<file path="config.mk">
export PLATFORM = sky130hd
export DESIGN_NAME = cpu_wishbone_master_if_flat
export DESIGN_NICKNAME = d
export VERILOG_FILES = /design/src/rtl/cpu_wishbone_master_if_if.sv /design/src/rtl/cpu_wishbone_master_if.sv /design/src/flat_wrapper.sv
export SDC_FILE = /design/constraint.sdc
export NUM_CORES = 1
export LEC_CHECK = 0
export CAP_MARGIN = 30
export CORE_MARGIN = 2
export CORE_UTILIZATION = 30
export CTS_CLUSTER_SIZE = 14
export DETAILED_ROUTE_END_ITERATION = 10
export REMOVE_ABC_BUFFERS = 1
export SLEW_MARGIN = 20
export SYNTH_ARGS = -nofsm -noshare
export SYNTH_HDL_FRONTEND = slang
export SYNTH_SLANG_ARGS = --single-unit
</file>
<file path="constraint.sdc">
create_clock -name clk -period 2 [get_ports clk]
set_input_delay 0.2 -clock clk [delete_from_list [all_inputs] [get_ports clk]]
set_output_delay 0.2 -clock clk [all_outputs]
set_load 0.02 [all_outputs]
</file>
<file path="src/rtl/cpu_wishbone_master_if_if.sv">
// Wishbone classic bus bundle between the CPU-side initiator and the
// interconnect. Signal suffixes are named from the initiator's point of view.
interface cpu_wishbone_master_if_if #(
  parameter int ADDR_WIDTH = 32,
  parameter int DATA_WIDTH = 32,
  parameter int SEL_WIDTH  = 4
);
  logic                  wishbone_cyc_o;
  logic                  wishbone_stb_o;
  logic                  wishbone_we_o;
  logic [ADDR_WIDTH-1:0] wishbone_addr_o;
  logic [DATA_WIDTH-1:0] wishbone_data_o;
  logic [SEL_WIDTH-1:0]  wishbone_sel_o;
  logic [DATA_WIDTH-1:0] wishbone_data_i;
  logic                  wishbone_ack_i;

  modport master (
    output wishbone_cyc_o, wishbone_stb_o, wishbone_we_o,
    output wishbone_addr_o, wishbone_data_o, wishbone_sel_o,
    input  wishbone_data_i, wishbone_ack_i
  );

  modport slave (
    input  wishbone_cyc_o, wishbone_stb_o, wishbone_we_o,
    input  wishbone_addr_o, wishbone_data_o, wishbone_sel_o,
    output wishbone_data_i, wishbone_ack_i
  );
endinterface

</file>
<file path="src/rtl/cpu_wishbone_master_if.sv">
// Converts the pipeline's single-cycle RAM-style access port into registered
// Wishbone classic cycles, stalling the pipeline while a cycle is open.
//
// Handshake: the pipeline holds cpu_ce_i (and address/data/sel) until it sees
// stallreq_o low; a cycle on the bus runs while cyc=stb=1 and completes in the
// cycle the slave raises ack. flush_i aborts, and an optional watchdog aborts
// after TIMEOUT cycles without ack (reported by a one-cycle err_o pulse).
module cpu_wishbone_master_if #(
  parameter int ADDR_WIDTH = 32,
  parameter int DATA_WIDTH = 32,
  parameter int SEL_WIDTH  = 4,
  parameter int TIMEOUT    = 0
) (
  input  logic                  clk,
  input  logic                  rst,
  input  logic                  cpu_ce_i,
  input  logic                  cpu_we_i,
  input  logic [ADDR_WIDTH-1:0] cpu_addr_i,
  input  logic [DATA_WIDTH-1:0] cpu_data_i,
  input  logic [SEL_WIDTH-1:0]  cpu_sel_i,
  output logic [DATA_WIDTH-1:0] cpu_data_o,
  output logic                  stallreq_o,
  input  logic                  stall_i,
  input  logic                  flush_i,
  output logic                  err_o,
  output logic [1:0]            state_dbg_o,
  cpu_wishbone_master_if_if.master wb
);

  typedef enum logic [1:0] {
    IDLE       = 2'd0,
    BUSY       = 2'd1,
    WAIT_STALL = 2'd2
  } state_t;

  localparam bit          WDOG_EN   = (TIMEOUT != 0);
  localparam logic [15:0] WDOG_LAST = WDOG_EN ? 16'(TIMEOUT - 1) : 16'd0;

  state_t                state_q, state_d;
  logic                  cyc_q, cyc_d;   // drives both cyc and stb
  logic                  we_q, we_d;
  logic [ADDR_WIDTH-1:0] addr_q, addr_d;
  logic [DATA_WIDTH-1:0] data_q, data_d;
  logic [SEL_WIDTH-1:0]  sel_q, sel_d;
  logic [DATA_WIDTH-1:0] buf_q, buf_d;   // read data held while the pipe is stalled
  logic [15:0]           cnt_q, cnt_d;   // watchdog cycle counter
  logic                  err_q, err_d;

  // Next-state, next-register and combinational pipeline outputs.
  always_comb begin
    state_d    = state_q;
    cyc_d      = cyc_q;
    we_d       = we_q;
    addr_d     = addr_q;
    data_d     = data_q;
    sel_d      = sel_q;
    buf_d      = buf_q;
    cnt_d      = cnt_q;
    err_d      = 1'b0;
    stallreq_o = 1'b0;
    cpu_data_o = '0;

    unique case (state_q)
      IDLE: begin
        stallreq_o = cpu_ce_i & ~flush_i;
        if (cpu_ce_i && !flush_i) begin
          cyc_d   = 1'b1;
          we_d    = cpu_we_i;
          addr_d  = cpu_addr_i;
          data_d  = cpu_data_i;
          sel_d   = cpu_sel_i;
          cnt_d   = '0;
          state_d = BUSY;
        end
      end

      BUSY: begin
        if (wb.wishbone_ack_i) begin
          // Ack outranks a simultaneous flush: the access did complete.
          cyc_d      = 1'b0;
          we_d       = 1'b0;
          addr_d     = '0;
          data_d     = '0;
          sel_d      = '0;
          buf_d      = we_q ? '0 : wb.wishbone_data_i;
          cpu_data_o = we_q ? '0 : wb.wishbone_data_i;
          state_d    = stall_i ? WAIT_STALL : IDLE;
        end else if (flush_i) begin
          cyc_d   = 1'b0;
          we_d    = 1'b0;
          addr_d  = '0;
          data_d  = '0;
          sel_d   = '0;
          buf_d   = '0;
          state_d = IDLE;
        end else if (WDOG_EN && (cnt_q == WDOG_LAST)) begin
          cyc_d   = 1'b0;
          we_d    = 1'b0;
          addr_d  = '0;
          data_d  = '0;
          sel_d   = '0;
          buf_d   = '0;
          err_d   = 1'b1;
          state_d = IDLE;
        end else begin
          cnt_d      = (cnt_q == 16'hFFFF) ? cnt_q : cnt_q + 16'd1;
          stallreq_o = 1'b1;
        end
      end

      WAIT_STALL: begin
        cpu_data_o = buf_q;
        if (!stall_i || flush_i) begin
          state_d = IDLE;
        end
      end

      default: begin
        state_d = IDLE;
      end
    endcase
  end

  // State and bus registers with synchronous reset; an open cycle is dropped.
  always_ff @(posedge clk) begin
    if (rst) begin
      state_q <= IDLE;
      cyc_q   <= 1'b0;
      we_q    <= 1'b0;
      addr_q  <= '0;
      data_q  <= '0;
      sel_q   <= '0;
      buf_q   <= '0;
      cnt_q   <= '0;
      err_q   <= 1'b0;
    end else begin
      state_q <= state_d;
      cyc_q   <= cyc_d;
      we_q    <= we_d;
      addr_q  <= addr_d;
      data_q  <= data_d;
      sel_q   <= sel_d;
      buf_q   <= buf_d;
      cnt_q   <= cnt_d;
      err_q   <= err_d;
    end
  end

  assign wb.wishbone_cyc_o  = cyc_q;
  assign wb.wishbone_stb_o  = cyc_q;
  assign wb.wishbone_we_o   = we_q;
  assign wb.wishbone_addr_o = addr_q;
  assign wb.wishbone_data_o = data_q;
  assign wb.wishbone_sel_o  = sel_q;
  assign err_o              = err_q;
  assign state_dbg_o        = state_q;

endmodule

</file>
<file path="src/flat_wrapper.sv">
// flat-port wrapper written by rule: the top's interface ports become plain ports
module cpu_wishbone_master_if_flat 
#(
  parameter int ADDR_WIDTH = 32,
  parameter int DATA_WIDTH = 32,
  parameter int SEL_WIDTH  = 4,
  parameter int TIMEOUT    = 0
)
  (clk, rst, cpu_ce_i, cpu_we_i, cpu_addr_i, cpu_data_i, cpu_sel_i, cpu_data_o, stallreq_o, stall_i, flush_i, err_o, state_dbg_o, wb_wishbone_cyc_o, wb_wishbone_stb_o, wb_wishbone_we_o, wb_wishbone_addr_o, wb_wishbone_data_o, wb_wishbone_sel_o, wb_wishbone_data_i, wb_wishbone_ack_i);
  cpu_wishbone_master_if_if #(.ADDR_WIDTH(ADDR_WIDTH), .DATA_WIDTH(DATA_WIDTH), .SEL_WIDTH(SEL_WIDTH)) wb_i ();
  input  logic clk;
  input  logic rst;
  input  logic cpu_ce_i;
  input  logic cpu_we_i;
  input  logic [ADDR_WIDTH-1:0] cpu_addr_i;
  input  logic [DATA_WIDTH-1:0] cpu_data_i;
  input  logic [SEL_WIDTH-1:0] cpu_sel_i;
  output logic [DATA_WIDTH-1:0] cpu_data_o;
  output logic stallreq_o;
  input  logic stall_i;
  input  logic flush_i;
  output logic err_o;
  output logic [1:0] state_dbg_o;
  output wire logic [$bits(wb_i.wishbone_cyc_o)-1:0] wb_wishbone_cyc_o;
  output wire logic [$bits(wb_i.wishbone_stb_o)-1:0] wb_wishbone_stb_o;
  output wire logic [$bits(wb_i.wishbone_we_o)-1:0] wb_wishbone_we_o;
  output wire logic [$bits(wb_i.wishbone_addr_o)-1:0] wb_wishbone_addr_o;
  output wire logic [$bits(wb_i.wishbone_data_o)-1:0] wb_wishbone_data_o;
  output wire logic [$bits(wb_i.wishbone_sel_o)-1:0] wb_wishbone_sel_o;
  input wire logic [$bits(wb_i.wishbone_data_i)-1:0] wb_wishbone_data_i;
  input wire logic [$bits(wb_i.wishbone_ack_i)-1:0] wb_wishbone_ack_i;
  assign wb_wishbone_cyc_o = wb_i.wishbone_cyc_o;
  assign wb_wishbone_stb_o = wb_i.wishbone_stb_o;
  assign wb_wishbone_we_o = wb_i.wishbone_we_o;
  assign wb_wishbone_addr_o = wb_i.wishbone_addr_o;
  assign wb_wishbone_data_o = wb_i.wishbone_data_o;
  assign wb_wishbone_sel_o = wb_i.wishbone_sel_o;
  assign wb_i.wishbone_data_i = wb_wishbone_data_i;
  assign wb_i.wishbone_ack_i = wb_wishbone_ack_i;
  cpu_wishbone_master_if #(.ADDR_WIDTH(ADDR_WIDTH), .DATA_WIDTH(DATA_WIDTH), .SEL_WIDTH(SEL_WIDTH), .TIMEOUT(TIMEOUT)) u_core (.clk(clk), .rst(rst), .cpu_ce_i(cpu_ce_i), .cpu_we_i(cpu_we_i), .cpu_addr_i(cpu_addr_i), .cpu_data_i(cpu_data_i), .cpu_sel_i(cpu_sel_i), .cpu_data_o(cpu_data_o), .stallreq_o(stallreq_o), .stall_i(stall_i), .flush_i(flush_i), .err_o(err_o), .state_dbg_o(state_dbg_o), .wb(wb_i));
endmodule
</file>
==> results.json <==
{
  "period_minus_slack_ns": 1.971,
  "met3_length_um": 1555,
  "die-area_mm2": 0.01844,
  "synth_cell_types": 31,
  "drc": 0,
  "synth_area_mm2": 0.005211,
  "avgSynthCellArea_um2": 9.273,
  "clock_latency_ns": 0.34,
  "drt-pass1-iter-count": 4,
  "ant_nets": 0,
  "cts_inserted_buffers": 9,
  "outcome": "finished clean",
  "maxSlewHeadroom_pct": 61.58,
  "switching_share_pct": 30.59,
  "start_util_pct": 30.45,
  "routed_via_density": 4.717,
  "hold_ws_ns": 0.3925,
  "antenna_found_initial": 0,
  "grt.overflow.total": 0,
  "final_util_pct": 48.26,
  "power_density_mw_per_mm2": 892.5,
  "clk_pin_slew_ns": 0.07,
  "wire_per_inst_um": 15.19,
  "routed_wl_um": 15150,
  "setup_viol": 0,
  "rows": 48,
  "portBuffers": 212,
  "finalHoldViolCount": 0,
  "end_kind": "flop",
  "worstHoldPathCells": 3,
  "ys_ff_latch": 104,
  "switchingPower_w": 0.002255,
  "required_ns": 2.27,
  "maxSlewViolCount": 0,
  "hold_class": "in -> reg",
  "antenna_cells": 0,
  "r2r_cells": 9,
  "area_growth_syn_to_layout_pct": 58.51,
  "yosysSeqAreaShare_pct": 39.95,
  "hold_buffers": 0,
  "min_period_over_period_pct": 98.55,
  "place_area_mm2": 0.007726,
  "htreeDepth": 3,
  "vias": 4703,
  "finalClockSkew_ns": 0.003977,
  "layout-drive-gt1-share_pct": 22.54,
  "place_congestion": 0.8032,
  "clockPowerShare_pct": 26.6,
  "grt_max_degree": 70,
  "dieHeight_um": 135.8,
  "path_max_fanout": 6,
  "p_comb_share_pct": 39.8,
  "synth_warnings": 0,
  "wl_met1_um": 6411,
  "rsz0062_at_grt": "true",
  "p_seq_share_pct": 33.6,
  "worst_setup_path_start_kind": "flop",
  "drt_iter0_drc": 158,
  "grt_use_total_pct": 15.35,
  "clockBufferDepth": 2,
  "p_int_w": 0.005118,
  "timing.fmax_mhz": 507.4,
  "stdcell_area_mm2": 0.008260,
  "cts_tree": "done",
  "io_pins": 214,
  "top_layer": "met4",
  "cts_sinks": 104,
  "dieWidth_um": 135.8,
  "core_area_mm2": 0.01712,
  "grt_pass1_vias": 4616,
  "final_nets": 880,
  "met2_length_um": 6905,
  "drv_cap": 0,
  "worstMarginPinSlew_ns": 0.5762,
  "final_common_cell": "clkdlybuf4s50_1",
  "vdd_drop_max_uv": 550.6,
  "leakagePower_nw": 3.253,
  "root_buffer": "clkbuf_16",
  "grt_pass1_wl_um": 22730,
  "worstPathArrival_ns": 2.24,
  "hpwl_um": 10480,
  "synthCells": 562,
  "final_cell_mix": "clkdlybuf4s50_1, dfxtp_1, nand2b_1",
  "critPathKind": "reg -> reg"
}
[kinds of logic after synthesis]
family / Yosys count / share of synthesized area, %
adder cells (fa/ha/maj): 6 / 1.441
flip-flops: 104 / 39.95
buffers and inverters: 59 / 5.258
other: 1 / 0.07196
AND/OR/NAND/NOR: 248 / 30.71
multiplexers: 71 / 13.66
AO/OA/AOI/OAI: 73 / 8.908
[synth_stat cells (all sizes together)]
master	n	area [um^2]
a21oi	34	170.2
inv	2	7.510
a221o	1	10.01
nor2	2	7.510
a211oi	1	7.510
a31oi	1	6.260
nor3b	1	7.510
a22oi	31	232.7
mux2	1	11.26
nor2b	35	219.0
a32oi	1	8.760
mux2i	70	700.7
ha	6	75.07
conb	1	3.750
o2111ai	1	8.760
nand2	34	127.6
buf	12	97.59
or3b	70	613.1
clkbuf	45	168.9
nand3	32	160.2
o21ai	1	5.000
and3b	1	8.760
dfxtp	104	2082
a21boi	1	7.510
nand2b	73	456.7
o21a	1	7.510
[metrics by stage]
stage | worst slack (ns) | cells | setup TNS [ns] | total power (W)
2_1_floorplan | -5.546 | 505 | -408.22 | 0.003957
3_3_place_gp | -0.1068 | 969 | -4.888 | 0.005131
3_5_place_dp | -0.1507 | 969 | -9.722 | 0.005187
4_1_cts | -0.05046 | 987 | -0.05046 | 0.007198
5_1_grt | -0.03606 | 997 | -0.9687 | 0.007755
6_report | 0.02899 | 997 | 0 | 0.007373
[worst max-delay path, cell delays in order (launching register included)]
cell,delay [ns]
dfxtp_2,0.32
inv_2,0.06
buf_4,0.12
ha_4,0.16
or3b_4,0.39
a32oi_4,0.19
buf_12,0.16
clkbuf_16,0.16
clkbuf_16,0.15
mux2i_1,0.18
[state kept, by name, summed over array words and instances (netlist names)]
register,count
u_core.buf_q,32
u_core.state_dbg_o,2
u_core.wb.wishbone_addr_o,32
u_core.wb.wishbone_cyc_o,1
u_core.wb.wishbone_data_o,32
u_core.wb.wishbone_sel_o,4
u_core.wb.wishbone_we_o,1
[cell type report]
| type | instances | area [um^2] |
|---|---|---|
| fillers | 1581 | 8856 |
| multi-input cells | 399 | 2942 |
| repair buffers | 251 | 2609 |
| flip-flops and latches | 104 | 2087 |
| well taps | 225 | 281.5 |
| clock buffers | 14 | 274.0 |
| clock inverters | 2 | 60.06 |
| inverters | 2 | 7.507 |
[final timing paths]
path	from	endpoint	slack (ns)
setup reg to reg	u_core.state_dbg_o[1]	u_core.wb.wishbone_addr_o[24]	0.03
hold reg to reg	u_core.buf_q[5]	u_core.buf_q[5]	0.45
hold / removal	rst	u_core.wb.wishbone_addr_o[12]	0.39
setup / recovery	u_core.state_dbg_o[1]	u_core.wb.wishbone_addr_o[24]	0.03
[per-layer routing]
metal | vias to the layer above | track usage (%)
met5 | - | 0
met4 | 0 | 6.250
met3 | 18 | 6.510
met2 | 169 | 24.83
met1 | 2176 | 17.89
li1 | 2340 | -
[power by group through the flow]
stage | clock network [W] | logic [W] | registers (W)
floorplan | 0 | 0.00123 | 0.00273
global placement | 0 | 0.00263 | 0.00251
detailed placement | 0 | 0.00268 | 0.00251
CTS | 0.00204 | 0.00268 | 0.00247
global route | 0.00211 | 0.00313 | 0.00251
finish | 0.00196 | 0.00294 | 0.00248
[repair_timing]
item,4_1_cts,5_1_grt
setup endpoints to repair,96,95
setup buffers,2,2
pin swaps,1,2
cloned,0,8
resized for setup,131,32
No activity file was read; power rests on OpenSTA's default activity.
